<file path="src/rtl/mem_port_arbiter_pkg.sv">
// mem_port_arbiter_pkg: shared types for the I/D memory port arbiter.
//   state_t  - arbiter FSM encodings (2-bit)
//   sel_t    - port select, I=0 / D=1
//   acc_t    - access latched at grant time
package mem_port_arbiter_pkg;

  typedef enum logic [1:0] {
    IDLE   = 2'd0,
    BUSY_I = 2'd1,
    BUSY_D = 2'd2,
    ERR_D  = 2'd3
  } state_t;

  typedef enum logic {
    SEL_I = 1'b0,
    SEL_D = 1'b1
  } sel_t;

  localparam int DEFAULT_LATENCY = 2;

  typedef struct packed {
    logic [15:0] addr;
    logic [15:0] wdata;
    logic        wr;
    logic        dump;
    sel_t        sel;
  } acc_t;

endpackage

</file>
<file path="src/rtl/mem_arb_rr.sv">
// mem_arb_rr: 2-way round-robin picker between fetch (I) and memory (D) ports.
//   i_req, d_req  - pending requests
//   last_grant    - port that completed the previous access
//   grant_i/d     - one-hot (or zero) grant
// On a tie the port that was not granted last wins.
module mem_arb_rr
  import mem_port_arbiter_pkg::*;
(
  input  logic i_req,
  input  logic d_req,
  input  sel_t last_grant,
  output logic grant_i,
  output logic grant_d
);

  assign grant_d = d_req & (~i_req | (last_grant == SEL_I));
  assign grant_i = i_req & ~grant_d;

endmodule

</file>
<file path="src/rtl/mem_port_arbiter.sv">
// mem_port_arbiter: shares one single-port 16-bit memory between the fetch
// read port (I) and the memory-stage read/write/dump port (D).
//   clk, rst            - clock, synchronous active-high reset
//   i_req/i_addr        - fetch request, held until i_done
//   i_done/i_rdata      - fetch completion strobe and read data
//   d_req/d_wr/d_dump/d_addr/d_wdata - data request, held until d_done
//   d_done/d_rdata/d_err - data completion, read data, misalignment error
//   i_stall/d_stall     - req & ~done, for pipeline hazard logic
//   mem_*               - memory controls; mem_rdata is combinational
// Each access holds the memory for LATENCY cycles after a one-cycle IDLE
// grant cycle; done is asserted in the last busy cycle.
module mem_port_arbiter
  import mem_port_arbiter_pkg::*;
#(
  parameter int LATENCY = DEFAULT_LATENCY
) (
  input  logic        clk,
  input  logic        rst,
  input  logic        i_req,
  input  logic [15:0] i_addr,
  output logic        i_done,
  output logic [15:0] i_rdata,
  output logic        i_stall,
  input  logic        d_req,
  input  logic        d_wr,
  input  logic        d_dump,
  input  logic [15:0] d_addr,
  input  logic [15:0] d_wdata,
  output logic        d_done,
  output logic [15:0] d_rdata,
  output logic        d_err,
  output logic        d_stall,
  output logic        mem_en,
  output logic        mem_wr,
  output logic        mem_dump,
  output logic [15:0] mem_addr,
  output logic [15:0] mem_wdata,
  input  logic [15:0] mem_rdata
);

  localparam logic [3:0] CNT_LAST = 4'(LATENCY - 1);

  state_t     state, state_nxt;
  logic [3:0] cnt;
  sel_t       last_grant;
  acc_t       acc;
  logic       grant_i, grant_d;
  logic       last_cycle;

  mem_arb_rr u_arb (
    .i_req      (i_req),
    .d_req      (d_req),
    .last_grant (last_grant),
    .grant_i    (grant_i),
    .grant_d    (grant_d)
  );

  assign last_cycle = (cnt == CNT_LAST);

  always_ff @(posedge clk) begin
    if (rst) begin
      state      <= IDLE;
      cnt        <= '0;
      last_grant <= SEL_I;
      acc        <= '0;
    end else begin
      state <= state_nxt;
      case (state)
        IDLE: begin
          cnt <= '0;
          if (grant_d)
            acc <= '{addr: d_addr, wdata: d_wdata, wr: d_wr, dump: d_dump, sel: SEL_D};
          else if (grant_i)
            acc <= '{addr: i_addr, wdata: 16'h0, wr: 1'b0, dump: 1'b0, sel: SEL_I};
        end
        BUSY_I, BUSY_D: begin
          cnt <= cnt + 4'd1;
          if (last_cycle) last_grant <= acc.sel;
        end
        // A rejected misaligned access still counts as D's turn, so a
        // waiting fetch is not starved by a stream of bad D requests.
        ERR_D: last_grant <= SEL_D;
        default: ;
      endcase
    end
  end

  always_comb begin
    state_nxt = state;
    i_done    = 1'b0;
    i_rdata   = '0;
    d_done    = 1'b0;
    d_rdata   = '0;
    d_err     = 1'b0;
    mem_en    = 1'b0;
    mem_wr    = 1'b0;
    mem_dump  = 1'b0;
    mem_addr  = '0;
    mem_wdata = '0;
    // Outputs are forced quiet while reset is held so an aborted access
    // never produces a done pulse.
    if (!rst) begin
      case (state)
        IDLE: begin
          if (grant_d)      state_nxt = d_addr[0] ? ERR_D : BUSY_D;
          else if (grant_i) state_nxt = BUSY_I;
        end
        BUSY_I, BUSY_D: begin
          mem_en    = 1'b1;
          mem_addr  = acc.addr;
          mem_wdata = acc.wdata;
          mem_wr    = acc.wr   & (acc.sel == SEL_D);
          mem_dump  = acc.dump & (acc.sel == SEL_D);
          if (last_cycle) begin
            state_nxt = IDLE;
            if (state == BUSY_I) begin
              i_done  = 1'b1;
              i_rdata = mem_rdata;
            end else begin
              d_done  = 1'b1;
              d_rdata = mem_rdata;
            end
          end
        end
        ERR_D: begin
          d_done    = 1'b1;
          d_err     = 1'b1;
          state_nxt = IDLE;
        end
        default: state_nxt = IDLE;
      endcase
    end
  end

  assign i_stall = i_req & ~i_done;
  assign d_stall = d_req & ~d_done;

endmodule

</file>
<file path="config.mk">
export PLATFORM = sky130hd
export DESIGN_NAME = mem_port_arbiter
export DESIGN_NICKNAME = d
export VERILOG_FILES = /design/src/rtl/mem_port_arbiter_pkg.sv /design/src/rtl/mem_arb_rr.sv /design/src/rtl/mem_port_arbiter.sv
export SDC_FILE = /design/constraint.sdc
export NUM_CORES = 1
export LEC_CHECK = 0
export CAP_MARGIN = 15
export CORE_ASPECT_RATIO = 2
export CORE_UTILIZATION = 38
export CTS_CLUSTER_DIAMETER = 50
export CTS_CLUSTER_SIZE = 28
export DETAILED_ROUTE_END_ITERATION = 10
export HOLD_SLACK_MARGIN = 0.03
export PLACE_DENSITY_LB_ADDON = 0.3
export SETUP_SLACK_MARGIN = 0.4
export SLEW_MARGIN = 0
export SYNTH_ARGS = -nofsm -noshare
export SYNTH_HDL_FRONTEND = slang
export SYNTH_HIERARCHICAL = 1
export SYNTH_SLANG_ARGS = --single-unit
</file>
<file path="constraint.sdc">
create_clock -name clk -period 1.8 [get_ports clk]
set_input_delay 0.18 -clock clk [delete_from_list [all_inputs] [get_ports clk]]
set_output_delay 0.18 -clock clk [all_outputs]
set_load 0.01 [all_outputs]
</file>
==> results.md, run 1 <==
* Post-synthesis sequential area ratio at 35.3%
* Number of top-level pins at 142
* Grt ovf at 350
* Hold buffer count at CTS at 0
* Number of buffers on the longest clock path at 2
* Post-Syn Area at 2380 sq um
* Cell type contributing the most total cell area after synthesis: dfxtp_1
* Number of distinct library cells after synthesis at 34
* Clk sinks at 42
* Portion of synthesized cell area occupied by the leading cell type at 35.3%
* Kind of the worst endpoint: output port
* Halt point of the flow: global routing (5_1_grt)
* Synthesis-stage register bit count at 42
* Final weighted congestion in routability-driven placement at 0.742
* Run status: did not finish
* Average instance area after synthesis at 8.20 sq um
* Post-DP HPWL at 5290 um
* CTS Buf Count at 5
* Largest net degree at the start of global routing at 44
* GRT repair_timing worst endpoint: i_stall
* Syn. warnings at 6
* Buffers on Ports at 141
* Initial core utilization at 39.7%
* Overall die width at 58.0 um
* Overall die height at 114 um
* Post-Synthesis Net Count at 367
* Number of core rows at 40
* Stop Error: [ERROR GRT-0232] Routing congestion too high. Check the congestion heatmap in the GUI.
* Gr usage total at 88.0%
* Total cell area at the placement stage at 4160 sq um
* Cells after Synth at 291
* Root buffer cell: clkbuf_16
* Largest cells by area after synthesis: dfxtp_1 35%, and2_1 13%, mux2i_1 7.6%
* CTS H-tree depth at 2
-- per-layer routing --
metal  GRT overflow  global-route usage [%]
met5              0                    3.36
met4             88                     106
met1              1                    78.1
met2            260                     117
met3              1                    60.2
-- logic make-up after synthesis --
| logic type | share of synthesized area (%) |
|---|---|
| AO/OA/AOI/OAI | 13.4 |
| XOR/XNOR | 0.367 |
| adder cells (fa/ha/maj) | 3.15 |
| buffers and inverters | 6.03 |
| flip-flops | 35.3 |
| multiplexers | 7.55 |
| AND/OR/NAND/NOR | 34.3 |
-- synth_stat cells --
library cell	n
o21ai_2	1
o21ba_2	1
inv_1	8
nor2_1	20
and2_2	13
buf_1	2
nor3_4	2
nand2b_1	4
and2b_1	1
dfxtp_1	42
nand3b_1	2
a211oi_1	17
nor2b_1	1
a21o_2	1
o21ai_0	2
nand2b_4	1
or3b_4	1
nand2_1	24
o21a_1	1
and2_1	51
a21oi_1	23
xor2_1	1
clkbuf_1	9
and3_1	2
a21boi_1	2
nand4b_1	1
ha_1	6
nor3b_1	1
mux2i_1	18
nand3_1	19
a22oi_1	1
buf_2	10
buf_6	2
a2111oi_0	1
-- metrics by stage --
step                      utilization [%]  setup slack (ps)  instances
after floorplan                         -               160        291
after global placement               69.3              -262        499
after detailed placement             69.3              -309        499
after CTS                            90.5              -331        551
-- repair_timing --
item / in CTS
endpoints found under the setup margin: 110
resized for setup: 470
pin swaps: 32
cloned: 14
buffers inserted: 30
==> inputs of run 2 (changes only) <==
--- a/config.mk
+++ b/config.mk
@@ -6,14 +6,9 @@
 export NUM_CORES = 1
 export LEC_CHECK = 0
 export CAP_MARGIN = 15
-export CORE_ASPECT_RATIO = 2
-export CORE_UTILIZATION = 38
-export CTS_CLUSTER_DIAMETER = 50
-export CTS_CLUSTER_SIZE = 28
+export CORE_UTILIZATION = 35
 export DETAILED_ROUTE_END_ITERATION = 10
-export HOLD_SLACK_MARGIN = 0.03
-export PLACE_DENSITY_LB_ADDON = 0.3
-export SETUP_SLACK_MARGIN = 0.4
+export PLACE_DENSITY_LB_ADDON = 0.15
 export SLEW_MARGIN = 0
 export SYNTH_ARGS = -nofsm -noshare
 export SYNTH_HDL_FRONTEND = slang
==> run 2 against run 1 <==
Net effect:
- the flow now finishes, with violations (design-rule violations, negative setup slack)
- synthesized cell count stayed put
- area after synthesis stayed put
==> results.md, run 2 <==
* Cells after Synth at 291
* Cell type contributing the most total cell area after synthesis: dfxtp_1
* Gr usage total at 20.4%
* GRT met1 Usage at 23.9%
* Setup violations, final at 56
* Total non-filler cell area in the finished layout at 4460 sq um
* Headroom to the max-slew limit at 47.8%
* Run status: finished, violations left
* Clock tree from TritonCTS: yes
* Grt ovf at 0
* Failing checks: design-rule violations, negative setup slack
* Largest net degree at the start of global routing at 44
* Min Tclk post-route at 2130 ps
* Post-Syn Area at 2380 sq um
* Total count of max-transition violations in the final report at 0
* Total negative slack for setup checks at -10,090 ps
* Prevailing post-synth register cell: dfxtp_1
* Power Density at 1120 nW/um^2
* Number of core rows at 29
* CTS Buf Count at 5
* Registers with the highest flip-flop counts: acc x35, cnt x4, state x2
* DRT antenna net count at 0
* Post-DP HPWL at 4920 um
* Top-count cell post-synth: and2_1
* Overall die height at 84.5 um
* Hold buffer count at CTS at 0
* Achievable frequency at 0.470 GHz
* Number of buffers on the longest clock path at 2
* Number of top-level pins at 142
* Number of distinct library cells after synthesis at 34
* Maxcap violations at 0
* GR Layer Usage met3 at 4.33%
* Element type at the critical path start: register
* Final Routed Wirelength at 7530 um
* Number of nets in the final layout at 528
* Most frequent standard cell in the layout excluding fill and tap cells: clkdlybuf4s50_1
* Global-route wire length before repair at 11,700 um
* Commonest cells after routing, fill and taps aside: 69 x clkdlybuf4s50_1, 60 x buf_6, 46 x and2_4
* Via count normalized by instance count at 4.81
* Post-Synthesis Net Count at 367
* Asr flop ratio synth at 0%
* CTS H-tree depth at 2
* Flip-flop count of the largest register, all copies and words added at 35
* Full die area at 7150 sq um
* Crit path capture type: primary output
* Final setup margin at -328 ps
* Overall die width at 84.5 um
* Number of remaining DRC errors at 8
* Share of post-route cells with drive strength above 1 at 40.0%
* Leakage power figure at 2.00 nW
* Data arrival at the endpoint of the critical path at 1950 ps
* Portion of synthesized cell area occupied by the leading cell type at 35.3%
* Post-synth EDFFs at 0
* Vias in the first global route at 2,442
* Syn. warnings at 6
* Crit Path Category: reg2out
* Unrepaired setup endpoints after global routing: true
* Post-synthesis to final-layout area growth at 86.9%
* Root buffer cell: clkbuf_8
* Final weighted congestion in routability-driven placement at 0.762
* Met2 capacity usage during global routing at 37.3%
* Buffers on Ports at 141
* Initial core utilization at 36.9%
* Largest cells by area after synthesis: dfxtp_1 35%, and2_1 13%, mux2i_1 7.6%
* Number of antenna violations at the first check in global routing at 0
* Total cell area at the placement stage at 4000 sq um
* Slew at the pin closest to its max-slew limit at 783 ps
* Post-synthesis sequential area ratio at 35.3%
* Period Utilization, post-route at 118%
* Register containing the most flip-flops in the final layout: acc
* Data required, critical path at 1620 ps
* Class of the worst hold path: reg2reg
* Ranking of synthesized cells by instance count: 51 x and2_1, 42 x dfxtp_1, 24 x nand2_1
* Clk sinks at 42
* Grt peak-use layer: met2
* Fin. Hold Viols at 0
* Maximum fanout along the worst path at 5
* Via count at 2,544
* Maximum clock skew at final layout at 5.11 ps
* Routed wirelength normalized by instance count at 14.2 um
* Number of antenna repair diodes at 0
* Detailed Routing Iterations Pass 1 at 7
* CORE AREA at 6460 sq um
* Fill cells at 548
* Clock transition at the registers of the reported paths at 80 ps
* Later-pin clock latency in the skew report at 290 ps
* Average instance area after synthesis at 8.20 sq um
* Max IR drop VDD at 0.649 mV
* Initial detailed-routing violation count at 101
* Synthesis-stage register bit count at 42
## run 2: cell counts after synthesis
Identical to the previous run, type by type.
## run 2: kinds of logic after synthesis
kind of cell	synth area share (%)
XOR/XNOR	0.367
buffers and inverters	6.03
AND/OR/NAND/NOR	34.3
adder cells (fa/ha/maj)	3.15
flip-flops	35.3
multiplexers	7.55
AO/OA/AOI/OAI	13.4
## run 2: repair_timing
action / CTS / global route
pin swaps: 33 / 24
setup endpoints to repair: 73 / 85
cloned: 5 / 1
hold endpoints to repair: 0 / 0
setup buffers: 8 / 3
resized for setup: 339 / 79
## run 2: layer usage
layer / vias up / wire, um
li1: 1289 / -
met1: 1163 / 3110
met2: 78 / 3860
met3: 14 / 401
met4: 0 / 157
met5: - / 0
## run 2: report_power, final
part           internal, W  switching (W)
registers          0.00120       0.000142
logic              0.00153        0.00135
clock network     0.000444       0.000316
## run 2: final timing paths
kind | cells after the start | endpoint | slack (ps) | from
min reg2reg | 2 | acc[8] | 450 | acc[8]
max reg2reg | 6 | last_grant | 80 | cnt[1]
min | 2 | acc[8] | 450 | acc[8]
max | 7 | i_stall | -330 | cnt[1]
## run 2: stage by stage
step           hold WS [ps]  utilization [%]  cells  setup slack (ps)  power (W)
6_report                450             69.0    529              -328    0.00499
5_1_grt                 465             69.0    529              -359    0.00530
4_1_cts                 451             65.3    527              -345    0.00473
3_5_place_dp            439             61.9    507              -297    0.00356
3_3_place_gp            434             61.9    507              -237    0.00351
2_1_floorplan           345                -    291              87.1    0.00262
## run 2: worst max-delay path, cell delays in order, from the launching register on
cell and delay [ps]:
dfxtp_2 330, inv_2 60, ha_4 110, or3b_4 410, nor3_4 280, buf_6 150
and2b_1 180, buf_2 140
## run 2: final cells by class
cell class	instances	area, sq um	share of cell area, %
clock buffer	6	82.6	1.85
clock inverter	1	30.0	0.674
inverter	8	37.5	0.842
multi-input combinational	218	1560	35.1
sequential	42	848	19.0
tap	77	96.3	2.16
timing repair buffer	177	1800	40.4
Note: power is estimated with default switching activity, not from simulation.
==> inputs of run 3 (changes only) <==
--- a/config.mk
+++ b/config.mk
@@ -8,8 +8,8 @@
 export CAP_MARGIN = 15
 export CORE_UTILIZATION = 35
 export DETAILED_ROUTE_END_ITERATION = 10
-export PLACE_DENSITY_LB_ADDON = 0.15
-export SLEW_MARGIN = 0
+export PLACE_DENSITY = 0.76
+export SLEW_MARGIN = 10
 export SYNTH_ARGS = -nofsm -noshare
 export SYNTH_HDL_FRONTEND = slang
 export SYNTH_HIERARCHICAL = 1
==> run 3 against run 2 <==
Net effect:
- the run still ends with design-rule violations, negative setup slack left
- core utilization increased by 2.3 points
- clock skew increased by 2.8 ps
- largest cell class unchanged
- non-clock buffer count increased by 7
==> results.md, run 3 (synthesized netlist as in run 2, its figures left out) <==
* Maxcap violations at 0
* Via count at 2,603
* Flip-flop count of the largest register, all copies and words added at 35
* Global-route wire length before repair at 12,100 um
* Power Density at 1110 nW/um^2
* Unrepaired setup endpoints after global routing: true
* Initial detailed-routing violation count at 75
* Leakage power figure at 2.04 nW
* Total negative slack for setup checks at -13,360 ps
* Most frequent standard cell in the layout excluding fill and tap cells: buf_6
* Final setup margin at -304 ps
* Overall die height at 84.5 um
* Post-synthesis to final-layout area growth at 93.1%
* Buffers on Ports at 141
* Maximum fanout along the worst path at 8
* Min Tclk post-route at 2100 ps
* DRT antenna net count at 0
* Commonest cells after routing, fill and taps aside: 80 x buf_6, 69 x clkdlybuf4s50_1, 56 x and2_4
* Biggest cell delay along the critical path at 340 ps
* Achievable frequency at 0.475 GHz
* Failing checks: design-rule violations, negative setup slack
* Data arrival at the endpoint of the critical path at 1920 ps
* Crit path buffers/inverters at 4
* CTS H-tree depth at 2
* Cell breakdown of the critical path: inv_2, ha_4, nand2b_4, buf_4, nor3_4, buf_6, and2b_1, buf_2
* Number of remaining DRC errors at 10
* Data required, critical path at 1620 ps
* Hold buffer count at CTS at 0
* Register containing the most flip-flops in the final layout: acc
* Number of buffers on the longest clock path at 2
* Footprint of the flip-flops and latches at 846 sq um
* Run status: finished, violations left
* Largest net degree at the start of global routing at 44
* Number of top-level pins at 142
* Root buffer cell: clkbuf_8
* Detailed Routing Iterations Pass 1 at 7
* Element type at the critical path start: register
* Gr usage total at 21.4%
* Class of the worst hold path: reg2reg
* Number of antenna violations at the first check in global routing at 1
* Fin. Hold Viols at 0
* CTS Buf Count at 5
* Fill cells at 516
* Number of nets in the final layout at 535
* Footprint of the multi-input gates at 1590 sq um
* Clock tree from TritonCTS: yes
* Routed wirelength normalized by instance count at 14.5 um
* Overall die width at 84.5 um
* Grt ovf at 0
* Setup violations, final at 71
* Number of antenna repair diodes at 0
* Period Utilization, post-route at 117%
* Pwr Total at 0.00511 W
* Maximum clock skew at final layout at 7.88 ps
* Initial core utilization at 36.9%
* Crit Path Category: reg2out
* Number of core rows at 29
* Via count normalized by instance count at 4.85
* Final weighted congestion in routability-driven placement at 0.783
* Max IR drop VDD at 0.644 mV
* Final Routed Wirelength at 7800 um
* CORE AREA at 6460 sq um
* Clk sinks at 42
* Kind of cell adding the most delay to the critical path: simple AND/OR/NAND/NOR gates
* Later-pin clock latency in the skew report at 290 ps
* Share of post-route cells with drive strength above 1 at 43.3%
* Post-DP HPWL at 5110 um
* Clock transition at the registers of the reported paths at 80 ps
* Slew at the pin closest to its max-slew limit at 443 ps
* Vias in the first global route at 2,502
* Registers with the highest flip-flop counts: acc x35, cnt x4, state x2
* Slowest stage cell, crit path: dfxtp_2
* Total count of max-transition violations in the final report at 0
* Headroom to the max-slew limit at 70.5%
* Full die area at 7150 sq um
* Crit path capture type: primary output
-- run 3: cell count changes in the layout (fill, tap and decap cells not counted), moves of 2 or more --
| cell | previous run | this run |
|---|---|---|
| and2_1 | 18 | 8 |
| buf_16 | 1 | 3 |
| and2_4 | 46 | 56 |
| buf_12 | 7 | 5 |
| buf_2 | 22 | 10 |
| buf_6 | 60 | 80 |
-- run 3: cell type report --
| cell class | instances | area share [%] |
|---|---|---|
| Timing Repair Buffer | 184 | 42.4 |
| Sequential cell | 42 | 18.4 |
| Multi-Input combinational cell | 218 | 34.5 |
| Clock inverter | 2 | 0.299 |
| Clock buffer | 6 | 1.58 |
| Tap cell | 77 | 2.09 |
| Inverter | 8 | 0.734 |
-- run 3: power breakdown --
part	leakage, nW	switching (W)	internal, W
Sequential	0.347	0.000147	0.00119
Combinational	1.65	0.00143	0.00174
Clock	0.0452	0.000324	0.000274
-- run 3: worst reg2reg max path, stage by stage (launching register included) --
cell,delay [ps]
dfxtp_2,330
inv_2,50
ha_4,100
or3b_4,410
buf_4,160
a22oi_1,360
mux2i_1,250
-- run 3: repair_timing --
action                                  CTS  global route
pin swaps                                34            26
setup buffers                            14             3
gates resized for setup                 390            57
endpoints found under the setup margin   72            88
gates cloned                              5             1
-- run 3: per-layer routing --
metal	vias up	track usage, %	part of all wire [%]
li1	1310	-	-
met1	1194	25.8	40
met3	13	5.90	6.7
met4	2	5.55	1.4
met2	84	37.5	51
met5	-	0	0.15
-- run 3: path summary, 6_finish.rpt --
path	slack, ps	depth (start not counted)	from	to
setup reg to reg	60	6	cnt[1]	state[0]
hold / removal	450	2	acc[12]	acc[12]
hold reg to reg	450	2	acc[12]	acc[12]
setup / recovery	-300	8	state[0]	i_stall
-- run 3: per-stage QoR --
step | cells | worst slack, ps | hold WS (ps) | instance area, sq um | utilization [%]
2_1_floorplan | 291 | 87.1 | 345 | 2380 | -
3_3_place_gp | 510 | -227 | 434 | 4030 | 62.4
3_5_place_dp | 510 | -261 | 443 | 4030 | 62.4
4_1_cts | 536 | -320 | 459 | 4380 | 67.8
5_1_grt | 537 | -386 | 473 | 4600 | 71.3
6_report | 537 | -304 | 454 | 4600 | 71.3
==> inputs of run 4 (changes only) <==
--- a/config.mk
+++ b/config.mk
@@ -8,6 +8,7 @@
 export CAP_MARGIN = 15
 export CORE_UTILIZATION = 35
 export DETAILED_ROUTE_END_ITERATION = 10
+export GPL_ROUTABILITY_DRIVEN = 0
 export PLACE_DENSITY = 0.76
 export SLEW_MARGIN = 10
 export SYNTH_ARGS = -nofsm -noshare
==> results of run 4 <==
Same layout as run 3: the final DEF is identical, and so are final timing and power.
